File: config.mk
export PLATFORM = sky130hd
export DESIGN_NAME = megarom_mapper_seq_flat
export DESIGN_NICKNAME = d
export VERILOG_FILES = /design/src/rtl/megarom_pkg.sv /design/src/rtl/megarom_mapper_seq_if.sv /design/src/rtl/megarom_bank_decode.sv /design/src/rtl/megarom_mapper_seq.sv /design/src/flat_wrapper.sv
export SDC_FILE = /design/constraint.sdc
export NUM_CORES = 1
export LEC_CHECK = 0
export CELL_PAD_IN_SITES_DETAIL_PLACEMENT = 1
export CELL_PAD_IN_SITES_GLOBAL_PLACEMENT = 2
export CORE_MARGIN = 2
export CORE_UTILIZATION = 32
export DETAILED_ROUTE_END_ITERATION = 12
export GPL_ROUTABILITY_DRIVEN = 0
export PLACE_DENSITY = 0.95
export REMOVE_ABC_BUFFERS = 1
export SYNTH_ARGS = -nofsm -noshare
export SYNTH_HDL_FRONTEND = slang
export SYNTH_SLANG_ARGS = --single-unit
File: constraint.sdc
create_clock -name CLK -period 6.25 [get_ports CLK]
set_clock_uncertainty 0.15 [all_clocks]
set_input_delay 1.5625 -clock CLK [delete_from_list [all_inputs] [get_ports CLK]]
set_output_delay 1.5625 -clock CLK [all_outputs]
set_load 0.005 [all_outputs]
File: src/rtl/megarom_pkg.sv
// Shared types and constants for the mega-ROM mapper with a memory handshake.
// Contents: mapper mode enum, FSM state enum, bank-register init values,
// and the is_16k() helper that tells ASCII16 apart from the 8 KB families.
package megarom_pkg;

  localparam int unsigned NUM_BANKS = 4;
  localparam int unsigned CNT_W     = 16;

  typedef enum logic [1:0] {
    ASCII8     = 2'd0,
    ASCII16    = 2'd1,
    KONAMI     = 2'd2,
    KONAMI_SCC = 2'd3
  } mapper_mode_t;

  typedef enum logic [2:0] {
    ST_IDLE    = 3'd0,
    ST_RD_REQ  = 3'd1,
    ST_RD_HOLD = 3'd2,
    ST_WR_REQ  = 3'd3,
    ST_WR_HOLD = 3'd4
  } state_t;

  // Slot-reset bank values, two bits per bank, bank 3 in the top pair.
  localparam logic [7:0] INIT_8K  = 8'b11_10_01_00;
  localparam logic [7:0] INIT_16K = 8'b00_00_00_00;

  function automatic logic is_16k(input mapper_mode_t mode);
    return mode == ASCII16;
  endfunction

  function automatic logic [1:0] bank_init(input mapper_mode_t mode, input logic [1:0] idx);
    logic [7:0] tbl;
    tbl = is_16k(mode) ? INIT_16K : INIT_8K;
    return tbl[2*idx +: 2];
  endfunction

endpackage

File: src/rtl/megarom_mapper_seq_if.sv
// Slot-bus and backing-memory signal bundle for megarom_mapper_seq.
// slave : the mapper's view (bus strobes/data in, DOUT/WAIT out, drives MEM_*).
// master: the environment's view (Z80 slot side plus memory arbiter side).
interface megarom_mapper_seq_if #(
  parameter int unsigned ADDR_W = 24
);
  logic [15:0]       BUS_ADDR;
  logic [7:0]        BUS_DIN;
  logic              BUS_SLTSL_n;
  logic              BUS_MERQ_n;
  logic              BUS_RD_n;
  logic              BUS_WR_n;
  logic [7:0]        BUS_DOUT;
  logic              BUS_BUSDIR_n;
  logic              BUS_WAIT_n;
  logic              MEM_REQ;
  logic              MEM_WE;
  logic [ADDR_W-1:0] MEM_ADDR;
  logic [7:0]        MEM_WDATA;
  logic              MEM_ACK;
  logic [7:0]        MEM_RDATA;

  modport slave (
    input  BUS_ADDR, BUS_DIN, BUS_SLTSL_n, BUS_MERQ_n, BUS_RD_n, BUS_WR_n,
    output BUS_DOUT, BUS_BUSDIR_n, BUS_WAIT_n,
    output MEM_REQ, MEM_WE, MEM_ADDR, MEM_WDATA,
    input  MEM_ACK, MEM_RDATA
  );

  modport master (
    output BUS_ADDR, BUS_DIN, BUS_SLTSL_n, BUS_MERQ_n, BUS_RD_n, BUS_WR_n,
    input  BUS_DOUT, BUS_BUSDIR_n, BUS_WAIT_n,
    input  MEM_REQ, MEM_WE, MEM_ADDR, MEM_WDATA,
    output MEM_ACK, MEM_RDATA
  );
endinterface

File: src/rtl/megarom_bank_decode.sv
// Combinational address decode for the four mapper families.
// Ports: addr/mode in; reg_hit_c/hit_idx_c flag a bank-register window,
// bank_idx_c/offset_c select the bank for a ROM access, in_rom_c marks 4000-BFFF.
module megarom_bank_decode
  import megarom_pkg::*;
(
  input  logic [15:0]  addr,
  input  mapper_mode_t mode,
  output logic         reg_hit_c,
  output logic [1:0]   hit_idx_c,
  output logic [1:0]   bank_idx_c,
  output logic [13:0]  offset_c,
  output logic         in_rom_c
);

  always_comb begin
    reg_hit_c  = 1'b0;
    hit_idx_c  = 2'd0;
    in_rom_c   = (addr[15:14] == 2'b01) || (addr[15:14] == 2'b10);
    bank_idx_c = {addr[15], addr[13]};
    offset_c   = {1'b0, addr[12:0]};
    if (is_16k(mode)) begin
      bank_idx_c = {1'b0, addr[15]};
      offset_c   = addr[13:0];
    end

    case (mode)
      ASCII8: begin
        // 6000/6800/7000/7800, 2 KB apart.
        if (addr[15:13] == 3'b011) begin
          reg_hit_c = 1'b1;
          hit_idx_c = addr[12:11];
        end
      end
      ASCII16: begin
        if (addr[15:11] == 5'b01100) begin
          reg_hit_c = 1'b1;
          hit_idx_c = 2'd0;
        end else if (addr[15:11] == 5'b01110) begin
          reg_hit_c = 1'b1;
          hit_idx_c = 2'd1;
        end
      end
      KONAMI: begin
        // 6000/8000/A000 map to banks 1/2/3, which is {A15,A13}; bank 0 is never hit.
        if (addr[15:13] == 3'b011 || addr[15:13] == 3'b100 || addr[15:13] == 3'b101) begin
          reg_hit_c = 1'b1;
          hit_idx_c = {addr[15], addr[13]};
        end
      end
      KONAMI_SCC: begin
        // 5000/7000/9000/B000: A12:11 = 10 inside the ROM window, index {A15,A13}.
        if (in_rom_c && addr[12:11] == 2'b10) begin
          reg_hit_c = 1'b1;
          hit_idx_c = {addr[15], addr[13]};
        end
      end
      default: ;
    endcase
  end

endmodule

File: src/rtl/megarom_mapper_seq.sv
// MSX mega-ROM mapper with bank registers and a req/ack port to slow memory.
// Ports: CLK, RESET_n (async), BUS_RESET_n (slot reset, sync); pins carries
// the slot bus and memory handshake; CFG_* select mode, image base, bank mask
// and RAM-backed writes; BANK_REGS exposes banks 3..0; TIMEOUT_ERR pulses on abort.
module megarom_mapper_seq
  import megarom_pkg::*;
#(
  parameter int unsigned ADDR_W  = 24,
  parameter int unsigned BANK_W  = 8,
  parameter int unsigned TIMEOUT = 255
) (
  input  logic                  CLK,
  input  logic                  RESET_n,
  input  logic                  BUS_RESET_n,
  megarom_mapper_seq_if.slave   pins,
  input  logic [1:0]            CFG_MODE,
  input  logic [ADDR_W-1:0]     CFG_TOP_ADDR,
  input  logic [BANK_W-1:0]     CFG_BANK_MASK,
  input  logic                  CFG_WRITE_EN,
  output logic [4*BANK_W-1:0]   BANK_REGS,
  output logic                  TIMEOUT_ERR
);

  localparam logic [CNT_W-1:0] CNT_LAST = CNT_W'(TIMEOUT - 1);

  mapper_mode_t      mode_c;
  logic              reg_hit_c, in_rom_c;
  logic [1:0]        hit_idx_c, bank_idx_c;
  logic [13:0]       offset_c;
  logic [BANK_W-1:0] bank_q [NUM_BANKS];
  logic [BANK_W-1:0] bank_sel_c;
  logic [ADDR_W-1:0] rom_off_c, mem_addr_c;
  logic              rd_c, wr_c, rd_edge_c, wr_edge_c;

  state_t            state_q, state_d;
  logic              rd_q, rd_d, wr_q, wr_d;
  logic              req_q, req_d, we_q, we_d;
  logic [ADDR_W-1:0] addr_q, addr_d;
  logic [7:0]        wdata_q, wdata_d, dout_q, dout_d;
  logic              busdir_q, busdir_d, wait_q, wait_d, err_q, err_d;
  logic [CNT_W-1:0]  cnt_q, cnt_d;

  assign mode_c = mapper_mode_t'(CFG_MODE);

  megarom_bank_decode u_decode (
    .addr       (pins.BUS_ADDR),
    .mode       (mode_c),
    .reg_hit_c  (reg_hit_c),
    .hit_idx_c  (hit_idx_c),
    .bank_idx_c (bank_idx_c),
    .offset_c   (offset_c),
    .in_rom_c   (in_rom_c)
  );

  // Strobe qualification and rising-edge detection.
  assign rd_c      = !pins.BUS_SLTSL_n && !pins.BUS_MERQ_n && !pins.BUS_RD_n && in_rom_c;
  assign wr_c      = !pins.BUS_SLTSL_n && !pins.BUS_MERQ_n && !pins.BUS_WR_n;
  assign rd_edge_c = rd_c && !rd_q;
  assign wr_edge_c = wr_c && !wr_q;

  // Backing-memory address: image base plus {bank, offset}, truncated to ADDR_W.
  assign bank_sel_c = bank_q[bank_idx_c];
  assign rom_off_c  = is_16k(mode_c) ? ADDR_W'({bank_sel_c, offset_c})
                                     : ADDR_W'({bank_sel_c, offset_c[12:0]});
  assign mem_addr_c = ADDR_W'(CFG_TOP_ADDR + rom_off_c);

  // Bank registers: register writes are taken in any FSM state.
  always_ff @(posedge CLK or negedge RESET_n) begin
    if (!RESET_n) begin
      for (int i = 0; i < NUM_BANKS; i++) bank_q[i] <= '0;
    end else if (!BUS_RESET_n) begin
      for (int i = 0; i < NUM_BANKS; i++) bank_q[i] <= BANK_W'(bank_init(mode_c, 2'(i)));
    end else if (wr_edge_c && reg_hit_c) begin
      bank_q[hit_idx_c] <= BANK_W'(pins.BUS_DIN) & CFG_BANK_MASK;
    end
  end

  // FSM and registered outputs: state register.
  always_ff @(posedge CLK or negedge RESET_n) begin
    if (!RESET_n) begin
      state_q  <= ST_IDLE;
      rd_q     <= 1'b0;
      wr_q     <= 1'b0;
      req_q    <= 1'b0;
      we_q     <= 1'b0;
      addr_q   <= '0;
      wdata_q  <= '0;
      dout_q   <= '0;
      busdir_q <= 1'b1;
      wait_q   <= 1'b1;
      err_q    <= 1'b0;
      cnt_q    <= '0;
    end else begin
      state_q  <= state_d;
      rd_q     <= rd_d;
      wr_q     <= wr_d;
      req_q    <= req_d;
      we_q     <= we_d;
      addr_q   <= addr_d;
      wdata_q  <= wdata_d;
      dout_q   <= dout_d;
      busdir_q <= busdir_d;
      wait_q   <= wait_d;
      err_q    <= err_d;
      cnt_q    <= cnt_d;
    end
  end

  // FSM next state and next output values.
  always_comb begin
    state_d  = state_q;
    rd_d     = rd_c;
    wr_d     = wr_c;
    req_d    = req_q;
    we_d     = we_q;
    addr_d   = addr_q;
    wdata_d  = wdata_q;
    dout_d   = dout_q;
    busdir_d = busdir_q;
    wait_d   = wait_q;
    err_d    = 1'b0;
    cnt_d    = cnt_q;

    if (!BUS_RESET_n) begin
      // Abandon any pending request; memory side copes with the dropped REQ.
      state_d  = ST_IDLE;
      rd_d     = 1'b0;
      wr_d     = 1'b0;
      req_d    = 1'b0;
      wait_d   = 1'b1;
      busdir_d = 1'b1;
      dout_d   = '0;
    end else begin
      case (state_q)
        ST_IDLE: begin
          if (rd_edge_c) begin
            addr_d  = mem_addr_c;
            req_d   = 1'b1;
            we_d    = 1'b0;
            wait_d  = 1'b0;
            cnt_d   = '0;
            state_d = ST_RD_REQ;
          end else if (wr_edge_c && CFG_WRITE_EN && in_rom_c && !reg_hit_c) begin
            addr_d  = mem_addr_c;
            wdata_d = pins.BUS_DIN;
            req_d   = 1'b1;
            we_d    = 1'b1;
            wait_d  = 1'b0;
            cnt_d   = '0;
            state_d = ST_WR_REQ;
          end
        end
        ST_RD_REQ: begin
          if (pins.MEM_ACK) begin
            dout_d   = pins.MEM_RDATA;
            busdir_d = 1'b0;
            req_d    = 1'b0;
            wait_d   = 1'b1;
            state_d  = ST_RD_HOLD;
          end else if (cnt_q == CNT_LAST) begin
            // No ACK in time: float FF onto the bus and release the Z80.
            dout_d   = 8'hFF;
            busdir_d = 1'b0;
            req_d    = 1'b0;
            wait_d   = 1'b1;
            err_d    = 1'b1;
            state_d  = ST_RD_HOLD;
          end else begin
            cnt_d = cnt_q + CNT_W'(1);
          end
        end
        ST_RD_HOLD: begin
          if (!rd_c) begin
            dout_d   = '0;
            busdir_d = 1'b1;
            state_d  = ST_IDLE;
          end
        end
        ST_WR_REQ: begin
          if (pins.MEM_ACK) begin
            req_d   = 1'b0;
            wait_d  = 1'b1;
            state_d = ST_WR_HOLD;
          end else if (cnt_q == CNT_LAST) begin
            req_d   = 1'b0;
            wait_d  = 1'b1;
            err_d   = 1'b1;
            state_d = ST_WR_HOLD;
          end else begin
            cnt_d = cnt_q + CNT_W'(1);
          end
        end
        ST_WR_HOLD: begin
          if (!wr_c) state_d = ST_IDLE;
        end
        default: state_d = ST_IDLE;
      endcase
    end
  end

  assign pins.MEM_REQ      = req_q;
  assign pins.MEM_WE       = we_q;
  assign pins.MEM_ADDR     = addr_q;
  assign pins.MEM_WDATA    = wdata_q;
  assign pins.BUS_DOUT     = dout_q;
  assign pins.BUS_BUSDIR_n = busdir_q;
  assign pins.BUS_WAIT_n   = wait_q;
  assign TIMEOUT_ERR       = err_q;
  assign BANK_REGS         = {bank_q[3], bank_q[2], bank_q[1], bank_q[0]};

endmodule
File: src/flat_wrapper.sv
// flat-port wrapper written by rule: the top's interface ports become plain ports
module megarom_mapper_seq_flat import megarom_pkg::*;
#(
  parameter int unsigned ADDR_W  = 24,
  parameter int unsigned BANK_W  = 8,
  parameter int unsigned TIMEOUT = 255
)
  (CLK, RESET_n, BUS_RESET_n, CFG_MODE, CFG_TOP_ADDR, CFG_BANK_MASK, CFG_WRITE_EN, BANK_REGS, TIMEOUT_ERR, pins_BUS_ADDR, pins_BUS_DIN, pins_BUS_SLTSL_n, pins_BUS_MERQ_n, pins_BUS_RD_n, pins_BUS_WR_n, pins_BUS_DOUT, pins_BUS_BUSDIR_n, pins_BUS_WAIT_n, pins_MEM_REQ, pins_MEM_WE, pins_MEM_ADDR, pins_MEM_WDATA, pins_MEM_ACK, pins_MEM_RDATA);
  megarom_mapper_seq_if #(.ADDR_W(ADDR_W)) pins_i ();
  input  logic CLK;
  input  logic RESET_n;
  input  logic BUS_RESET_n;
  input  logic [1:0] CFG_MODE;
  input  logic [ADDR_W-1:0] CFG_TOP_ADDR;
  input  logic [BANK_W-1:0] CFG_BANK_MASK;
  input  logic CFG_WRITE_EN;
  output logic [4*BANK_W-1:0] BANK_REGS;
  output logic TIMEOUT_ERR;
  input wire logic [$bits(pins_i.BUS_ADDR)-1:0] pins_BUS_ADDR;
  input wire logic [$bits(pins_i.BUS_DIN)-1:0] pins_BUS_DIN;
  input wire logic [$bits(pins_i.BUS_SLTSL_n)-1:0] pins_BUS_SLTSL_n;
  input wire logic [$bits(pins_i.BUS_MERQ_n)-1:0] pins_BUS_MERQ_n;
  input wire logic [$bits(pins_i.BUS_RD_n)-1:0] pins_BUS_RD_n;
  input wire logic [$bits(pins_i.BUS_WR_n)-1:0] pins_BUS_WR_n;
  output wire logic [$bits(pins_i.BUS_DOUT)-1:0] pins_BUS_DOUT;
  output wire logic [$bits(pins_i.BUS_BUSDIR_n)-1:0] pins_BUS_BUSDIR_n;
  output wire logic [$bits(pins_i.BUS_WAIT_n)-1:0] pins_BUS_WAIT_n;
  output wire logic [$bits(pins_i.MEM_REQ)-1:0] pins_MEM_REQ;
  output wire logic [$bits(pins_i.MEM_WE)-1:0] pins_MEM_WE;
  output wire logic [$bits(pins_i.MEM_ADDR)-1:0] pins_MEM_ADDR;
  output wire logic [$bits(pins_i.MEM_WDATA)-1:0] pins_MEM_WDATA;
  input wire logic [$bits(pins_i.MEM_ACK)-1:0] pins_MEM_ACK;
  input wire logic [$bits(pins_i.MEM_RDATA)-1:0] pins_MEM_RDATA;
  assign pins_i.BUS_ADDR = pins_BUS_ADDR;
  assign pins_i.BUS_DIN = pins_BUS_DIN;
  assign pins_i.BUS_SLTSL_n = pins_BUS_SLTSL_n;
  assign pins_i.BUS_MERQ_n = pins_BUS_MERQ_n;
  assign pins_i.BUS_RD_n = pins_BUS_RD_n;
  assign pins_i.BUS_WR_n = pins_BUS_WR_n;
  assign pins_BUS_DOUT = pins_i.BUS_DOUT;
  assign pins_BUS_BUSDIR_n = pins_i.BUS_BUSDIR_n;
  assign pins_BUS_WAIT_n = pins_i.BUS_WAIT_n;
  assign pins_MEM_REQ = pins_i.MEM_REQ;
  assign pins_MEM_WE = pins_i.MEM_WE;
  assign pins_MEM_ADDR = pins_i.MEM_ADDR;
  assign pins_MEM_WDATA = pins_i.MEM_WDATA;
  assign pins_i.MEM_ACK = pins_MEM_ACK;
  assign pins_i.MEM_RDATA = pins_MEM_RDATA;
  megarom_mapper_seq #(.ADDR_W(ADDR_W), .BANK_W(BANK_W), .TIMEOUT(TIMEOUT)) u_core (.CLK(CLK), .RESET_n(RESET_n), .BUS_RESET_n(BUS_RESET_n), .pins(pins_i), .CFG_MODE(CFG_MODE), .CFG_TOP_ADDR(CFG_TOP_ADDR), .CFG_BANK_MASK(CFG_BANK_MASK), .CFG_WRITE_EN(CFG_WRITE_EN), .BANK_REGS(BANK_REGS), .TIMEOUT_ERR(TIMEOUT_ERR));
endmodule
After elaboration in Yosys (flattened, before gate mapping)

Index checks and enable logic that the tools add are counted.

Bits in registers: 98
Input port bits: 75
Output and inout bits: 77

Add/sub/neg operators: 2
$lt $le $gt $ge: 3
Bitwise operators: 4
Multiplexer cells: 68
Reduce and logical (&&, ||, !) cells: 33
Equal/unequal tests: 28

Operators with widths:

| cell                  | count |
|---|---|
| $mux 16               | 4 |
| $mux 32               | 2 |
| $mux 8                | 8 |
| $mux 24               | 2 |
| $bwmux 32             | 1 |
| $pmux 16 s2           | 1 |
| $mux 3                | 9 |
| $mux 1                | 26 |
| $add 24x24->24        | 1 |
| $mux 22               | 1 |
| $add 16x1->16 const B | 1 |
| $bmux 8 s2            | 1 |
| $demux 8 s2           | 1 |
| $eq 16x8->1 const B   | 1 |
| $pmux 8 s2            | 1 |
| $pmux 3 s5            | 1 |
| $mux 14               | 1 |
| $logic_and 1x1->1     | 12 |
| $eq 5x4->1 const B    | 2 |
| $reduce_and 5->1      | 2 |
| $eq 3x2->1 const B    | 3 |
| $eq 3x3->1 const B    | 3 |
| $reduce_and 3->1      | 3 |
| $and 8x8->8           | 1 |
| 25 further kinds      | 50 |

Depth between registers and ports, before layout

Depth in word-level cells: 13
Gate-level depth with buffers: 14
Mapped depth without buffers: 13

Cells and area by module

Synthesis repeated with hierarchy kept, for this count alone.

Cells, all modules: 645
Area, all modules: 6034.5 µm²

Modules (own cells, without submodules):

| module              | sequential area each (µm²) | cells each | area an instance (µm²) | instances |
|---|---|---|---|---|
| megarom_mapper_seq  | 2454.9                     | 612        | 5789.3                 | 1 |
| megarom_bank_decode | 0.0                        | 33         | 245.2                  | 1 |

Least setup slack after synthesis

OpenSTA, ideal clock, no wires.

Path type: input to register
Start: input port pins_BUS_ADDR[13]
End: register u_core.addr_q[23], in the netlist u_core.pins.MEM_ADDR[23]
Stages on the path: 13
Arrival: 4216 ps
Slack: 1804 ps
Data required time: 6020 ps
Setup time: 80 ps
Cells stage by stage: buf_6 clkbuf_1 mux2i_1 nand2_1 o211ai_1 o21ai_0 ha_1 a21o_1 o21bai_1 a2111oi_0 nor2_1 a2111o_1 o211ai_2

Word-level cells in the longest chain between the ends: 9
Elaborated cells between the ends (all ways): 26

RTL lines:

| what                                                                | RTL line                                            | text |
|---|---|---|
| from (decl)                                                         | flat_wrapper.sv:19                                  | `input wire logic [$bits(pins_i.BUS_ADDR)-1:0] pins_BUS_ADDR;` |
| $mux 2 (tied with other cells)                                      | megarom_bank_decode.sv:22                           | `if (is_16k(mode)) begin` |
| $not 2->3 (not written as such) or $logic_or 1x1->1 (tied branches) | megarom_mapper_seq.sv:62, megarom_bank_decode.sv:46 |  |
| $bmux 8 s2 or $logic_or 1x1->1 (tied branches)                      | megarom_mapper_seq.sv:62, megarom_bank_decode.sv:46 |  |
| $mux 8 (not written as such) or $mux 1 (tied branches)              | megarom_mapper_seq.sv:62, megarom_bank_decode.sv:46 |  |
| $mux 8 (not written as such) or $pmux 1 s4 (tied branches)          | megarom_mapper_seq.sv:62, megarom_bank_decode.sv:27 |  |
| $mux 22 or $logic_not 1->1 (tied branches)                          | megarom_mapper_seq.sv:63, megarom_mapper_seq.sv:143 |  |
| $add 24x24->24 or $logic_and 1x1->1 (tied branches)                 | megarom_mapper_seq.sv:65, megarom_mapper_seq.sv:143 |  |
| $mux 24 or $reduce_bool 2->1 (tied branches)                        | n/a                                                 |  |
| $mux 24 or $reduce_and 3->1 (tied branches)                         | n/a                                                 |  |
| to (signal assigned)                                                | megarom_mapper_seq.sv:99                            | `addr_q <= addr_d;` |
| to (decl)                                                           | megarom_mapper_seq.sv:38                            | `logic [ADDR_W-1:0] addr_q, addr_d;` |

Several ways; a longest one is shown, not always the timed one. The select of a mux whose other input is x is not followed.
A chain may end at the register's enable or synchronous reset.

Final worst setup path

Start: input port CFG_MODE[1]
End: register u_core.addr_q[23], in the netlist u_core.pins.MEM_ADDR[23]

Word-level cells in the longest chain between the ends: 10
Elaborated cells between the ends (all ways): 19

RTL lines:

| what                                      | RTL line                                     | text |
|---|---|---|
| from (decl)                               | flat_wrapper.sv:13                           | `input logic [1:0] CFG_MODE;` |
| $eq 2x1->1                                | megarom_pkg.sv:29, megarom_bank_decode.sv:27 |  |
| $mux 2                                    | megarom_bank_decode.sv:22                    |  |
| $not 2->3 (not written as such)           | megarom_mapper_seq.sv:62                     | `assign bank_sel_c = bank_q[bank_idx_c];` |
| $bmux 8 s2                                | megarom_mapper_seq.sv:62                     |  |
| $mux 8 (not written as such) (2 in a row) | megarom_mapper_seq.sv:62                     |  |
| $mux 22                                   | megarom_mapper_seq.sv:63                     | `assign rom_off_c = is_16k(mode_c) ? ADDR_W'({bank_sel_c, offset_c})` |
| $add 24x24->24                            | megarom_mapper_seq.sv:65                     | `assign mem_addr_c = ADDR_W'(CFG_TOP_ADDR + rom_off_c);` |
| $mux 24                                   | megarom_mapper_seq.sv:143                    | `end else if (wr_edge_c && CFG_WRITE_EN && in_rom_c && !reg_hit_c) begin` |
| $mux 24                                   | megarom_mapper_seq.sv:136                    | `if (rd_edge_c) begin` |

Several ways; a longest one is shown, not always the timed one. The select of a mux whose other input is x is not followed.

==> flow_summary.toml <==
[drt]
dr.pass1.iters = 4
drt.antenna.violating_nets = 0
detail_route.vias_per_cell = 5.43
num_vias = 5984
wl_mm = 20.6
route.detailed.wl_per_inst_um = 18.7
drtIter0Drc = 356
drc = 0

[die]
row_count = 50
core-area_um2 = 18800
die_area_um2 = 20500
initial_core_util_pct = 32.9
boundaryPins = 152
dieHeight_um = 143
chipWidth_um = 143

[hold_path]
whs_path_depth = 2
hold_path.class = "reg2reg"
hp-start = "u_core.pins.MEM_ADDR[0]"
worst_hold_path.endpoint = "u_core.pins.MEM_ADDR[0]"

[layout]
layout.cells.non_filler = 1103
antenna-diode-count = 0
nNetsFinal = 939
count_of_fill_cells_added_during_filler_insertion = 2181
syn_to_final_growth_pct = 32.9
design_area_um2 = 8230
layout-drive-gt1-share_pct = 5.81

[pwr]
p_leak_nw = 3.42
p_total_mw = 2.16
ir_drop_mv = 0.143
power_per_cell_area_nw_per_um2 = 263

[timing]
setup_viol = 0
final-max-slew-violation-count = 0
period_minus_slack_ns = 5.00
actual_transition_at_the_worst_max_transition_pin_ns = 1.01
min_period_over_period_pct = 80.0
max_clock_freq_ghz = 0.200
hold_viol = 0
rsz_0062_raised_after_global_routing = "no"
slew_headroom_pct = 31.2
finalSetupTns_ns = 0

[flow_run]
timing.max_cap.violations = 0

[global_route]
antenna_found_initial = 0
via_count_of_the_first_global_routing_pass = 6174
grt_remaining_overflow = 0
first_pass_grt_wire_length_mm = 33.1
largest_net_degree_at_the_start_of_global_routing = 60
track_usage_pct = 20.4

[run_status]
status = "finished clean"

[logic_synthesis]
synth-edff-count = 0
synth_top_cell_area_share_pct = 38.8
synthTopCellsByCount = "sky130_fd_sc_hd__dfrtp_1, sky130_fd_sc_hd__o21ai_0, sky130_fd_sc_hd__nand2_1"
synthesis.area_um2 = 6190
yosysSeqAreaShare_pct = 39.6
yosys.cell_count.top_type = "sky130_fd_sc_hd__dfrtp_1"
avgSynthCellArea_um2 = 8.81
synth_cell_type_count = 70
synth_flop_cell = "sky130_fd_sc_hd__dfrtp_1"
synth_async_sr_flop_share_pct = 100
ys_ff_latch = 98
netlist_top_cells_area = "sky130_fd_sc_hd__dfrtp_1, sky130_fd_sc_hd__o21ai_0, sky130_fd_sc_hd__ha_1, sky130_fd_sc_hd__nand2_1, sky130_fd_sc_hd__a21oi_1"
synth.yosys.warnings = 0
netlist.top_cell.by_area = "sky130_fd_sc_hd__dfrtp_1"
synthesized_instance_count = 703

[clock_network]
clock_tree_from_tritoncts = "done"
clock_insertion_delay_worst_skew_ns = 0.35
resized_after_cts = 0
clkSlewWorstSetupHoldPaths_ns = 0.07
h-tree-depth = 3
max-clock-path-buffers = 2
count_of_clock_tree_sinks = 98
cts-buffers-inserted = 9
count_of_hold_buffers_inserted_by_post_cts_repair = 0
post_cts_buffers = 0
clk_root_buffer_cell = "sky130_fd_sc_hd__clkbuf_16"

[placement]
port_buffers = 151
placedCellCount = 1087
dpl.hpwl_mm = 15.1
dpl-instance-area_um2 = 7930

[worst_setup_path]
r2r_cells = 11
r2r_start = "u_core.BANK_REGS[27]"
critPathSlowestCell = "sky130_fd_sc_hd__nand2b_1"
critPathBufInv = 1
cp_top_family = "compound AO/OA/AOI/OAI gates"
critPathRequiredTime_ns = 6.38
path_depth = 12
crit_path_cell_trace = "clkdlybuf4s50_1 -> nand2b_1 -> nand2_1 -> o211ai_1 -> o21ai_0 -> ha_1 -> a21o_1 -> o21bai_1 -> a2111oi_0 -> nor2_1 -> a2111o_1 -> o211ai_2"
worst-endpoint-arrival_ns = 5.13
worstSetupPathType = "in2reg"
timing.critical_path.to_type = "flop"
regToRegEndpoint = "u_core.pins.MEM_ADDR[23]"
slack_of_the_worst_reg_to_reg_path_ns = 3.18
critical_path_peak_fanout = 28
cp-start-kind = "primary input"
slowest_delay_ns = 0.72
per-layer routing:
layer / share of wire [%] / GRT usage [%] / wire length, µm
met1: 47 / 27.8 / 9580
met2: 46 / 32.2 / 9410
met3: 6.1 / 4.76 / 1270
met4: 1.6 / 5.99 / 336
met5: 0 / 0 / 0
sequential cells by signal, summed over array words and instances, names as in the netlist:
register,cells
u_core.pins.MEM_WE,1
u_core.pins.MEM_ADDR,24
u_core.TIMEOUT_ERR,1
u_core.pins.BUS_BUSDIR_n,1
u_core.rd_q,1
u_core.pins.MEM_REQ,1
u_core.cnt_q,16
u_core.pins.BUS_DOUT,8
u_core.BANK_REGS,32
u_core.wr_q,1
u_core.pins.BUS_WAIT_n,1
u_core.state_q,3
u_core.pins.MEM_WDATA,8
worst reg2reg max path: stages (launching register included):
cell and delay [ns]:
sky130_fd_sc_hd__dfrtp_1 0.42, sky130_fd_sc_hd__mux2i_1 0.23, sky130_fd_sc_hd__nand2_1 0.09, sky130_fd_sc_hd__o211ai_1 0.12
sky130_fd_sc_hd__o21ai_0 0.14, sky130_fd_sc_hd__ha_1 0.38, sky130_fd_sc_hd__a21oi_1 0.23, sky130_fd_sc_hd__o21bai_1 0.17
sky130_fd_sc_hd__a2111oi_0 0.46, sky130_fd_sc_hd__nor2_1 0.12, sky130_fd_sc_hd__a2111o_1 0.42, sky130_fd_sc_hd__o211ai_2 0.08
logic make-up (layout without fill, tap and decap cells):
| logic type | Yosys count | after routing | share of synthesized area [%] |
|---|---|---|---|
| AO/OA/AOI/OAI | 245 | 245 | 24.9 |
| AND/OR/NAND/NOR | 235 | 235 | 18.9 |
| flip-flops | 98 | 98 | 39.6 |
| buffers and inverters | 53 | 193 | 3.78 |
| multiplexers | 33 | 33 | 5.51 |
| adder cells (fa/ha/maj) | 26 | 26 | 5.37 |
| XOR/XNOR | 13 | 13 | 1.84 |
per-stage QoR:
step	setup slack, ns	hold WS [ns]	util (%)
3_3_place_gp	1.07	0.302	42.1
2_1_floorplan	1.99	0.312	-
4_1_cts	1.29	0.332	43.7
3_5_place_dp	0.938	0.315	42.1
5_1_grt	0.945	0.361	43.7
6_report	1.25	0.326	43.7
worst max path at each step:
| stage | start | end |
|---|---|---|
| floorplan | CFG_MODE[1] | u_core.pins.MEM_ADDR[23] |
| global placement | CFG_MODE[1] | u_core.pins.MEM_ADDR[23] |
| detailed placement | CFG_MODE[1] | u_core.pins.MEM_ADDR[23] |
| CTS | CFG_MODE[1] | u_core.pins.MEM_ADDR[23] |
| global route | CFG_MODE[1] | u_core.pins.MEM_ADDR[23] |
| finish | CFG_MODE[1] | u_core.pins.MEM_ADDR[23] |
area by class of cell:
cell class | instances | area (µm²) | area share [%]
multi-input combinational | 552 | 3510 | 42.6
sequential | 98 | 2450 | 29.8
timing repair buffer | 160 | 1580 | 19.1
tap | 260 | 325 | 3.95
clock buffer | 9 | 225 | 2.74
clock inverter | 7 | 82.6 | 1.00
inverter | 17 | 63.8 | 0.775
placed cells by master, fill, tap and decap left out, drive strengths merged, types with 9 or more instances in the layout:
| master | instances |
|---|---|
| dfrtp | 96 |
| nand4 | 12 |
| nand2 | 73 |
| nand2b | 10 |
| mux2i | 24 |
| a21oi | 52 |
| clkdlybuf4s50 | 150 |
| buf | 10 |
| nor2 | 44 |
| nand3 | 36 |
| ha | 25 |
| clkbuf | 9 |
| mux2 | 9 |
| o2bb2ai | 10 |
| nor3 | 9 |
| a31oi | 16 |
| inv | 20 |
| and2 | 14 |
| a21o | 10 |
| o21ai | 93 |
| o211ai | 16 |
where the power goes:
group,switching (mW),leakage (nW),internal (mW)
clock,0.279,0.145,0.318
combinational,0.345,1.97,0.382
sequential,0.0831,1.30,0.755
total,0.708,3.42,1.45
Power figures use the tool's default switching activity.
==> RTL change, RTL diff (same settings) <==
`ADDR_W` is set to 24 in 3 places; all go to 36.
--- a/src/rtl/megarom_mapper_seq_if.sv
+++ b/src/rtl/megarom_mapper_seq_if.sv
@@ -4,3 +4,3 @@
 interface megarom_mapper_seq_if #(
-  parameter int unsigned ADDR_W = 24
+  parameter int unsigned ADDR_W = 36
 );
--- a/src/rtl/megarom_mapper_seq.sv
+++ b/src/rtl/megarom_mapper_seq.sv
@@ -7,3 +7,3 @@
 #(
-  parameter int unsigned ADDR_W  = 24,
+  parameter int unsigned ADDR_W  = 36,
   parameter int unsigned BANK_W  = 8,
--- a/src/flat_wrapper.sv
+++ b/src/flat_wrapper.sv
@@ -3,3 +3,3 @@
 #(
-  parameter int unsigned ADDR_W  = 24,
+  parameter int unsigned ADDR_W  = 36,
   parameter int unsigned BANK_W  = 8,
Ports: changed (resized CFG_TOP_ADDR and pins_MEM_ADDR); port bits go from 152 to 176. No check against the original RTL was run, so the function may have changed too.
==> RTL change against the original RTL <==
Sequential cell count up 12. Power increased by 4.7%. Routed wire length grew 2.9%. First-iteration DRC count decreased by 37%. Final cell count is 3.6% higher. Highest routed layer unchanged. Critical path depth unchanged. Cell area up 11%. Critical path type unchanged. Die area is 9.7% higher. Worst setup slack got worse by 0.46 ns. Synthesized area up 10%. Clock power grew 3%.
==> RTL change: results (changes against the original RTL) <==
* NonClk Buf Share at 19.73% (+0.59 points)
* ClkCell Share at 3.357% (-0.38 points)
* Top post-synthesis cells by count: 108 x dfrtp_1, 67 x nand2_1, 56 x o21ai_0
* Worst r2r path cells at 10 (-1)
* Total track usage at 19.59% (-0.77 points)
* # port buffers at 175 (+16%)
* Largest stage delay, worst path at 0.84 ns (+0.12 ns)
* Worst-Skew Late Latency at 0.37 ns (+0.02 ns)
* Grt met2 use at 32.65% (+0.49 points)
* Clk pwr at 614 uW (+3%)
* Min setup slack post-route at 0.7867 ns (-0.4620 ns)
* Vias at 5902 (-1.4%)
* CP arrival at 5.59 ns (+0.46 ns)
* Max reg flops at 36 (+13%)
* Total power at 2264 uW (+4.7%)
* Setup WS pre-CTS at 0.4722 ns (-0.4655 ns)
* Met3 WL post-DR at 1008 um (-20%)
* Fill count at 2409 (+10%)
* First-pass GRT wire length at 34470 um (+4.3%)
* Seq group at 945 uW (+13%)
* Area growth syn-to-layout at 33.96%
* Routed length on met2 at 10000 um (+6.3%)
* GR Util met1 at 26.02% (-1.7 points)
* Seq_cells at 110 (+12%)
* Vias in the first global route at 6353 (+2.9%)
* Sequential cell area share at 30.17% (+0.36 points)
* P_int at 1588 uW (+9.1%)
* WL/cell at 18.54 um (-0.68%)
* Non-clk invs at 15 (-2)
* Nets at 978 (+4.2%)
* Post-synthesis area per instance at 9.655 sq um (+9.6%)
* Worst vdd ir at 0.1283 mV (-10%)
* Status: finished, final reports clean
* Sequential fraction of the synthesis area at 40.42% (+0.79 points)
* Fraction of layout cells with a size suffix above 1 at 7.834% (+2.0 points)
## RTL change: kinds of logic after synthesis
group                      Yosys count  synth area share, %
muxes                               66                11.22
adders and majority gates           28                5.250
buffers and inverters               51                3.120
AOI/OAI and AO/OA                  155                14.32
DFF                                110                40.42
xor gates and xnor gates            44                5.653
and+or+nand+nor                    252                20.03
## RTL change: how the worst min path moves through the flow
stage | cells past startpoint | end | slack (ns) | start
6_report | 2 | u_core.pins.MEM_ADDR[2] | 0.33 | u_core.pins.MEM_ADDR[2]
5_1_grt | 2 | u_core.pins.MEM_ADDR[2] | 0.35 | u_core.pins.MEM_ADDR[2]
4_1_cts | 2 | u_core.pins.MEM_ADDR[2] | 0.34 | u_core.pins.MEM_ADDR[2]
3_5_place_dp | 2 | u_core.pins.MEM_ADDR[2] | 0.32 | u_core.pins.MEM_ADDR[2]
3_3_place_gp | 1 | u_core.cnt_q[4] | 0.30 | u_core.cnt_q[4]
2_1_floorplan | 1 | u_core.cnt_q[4] | 0.28 | u_core.cnt_q[4]
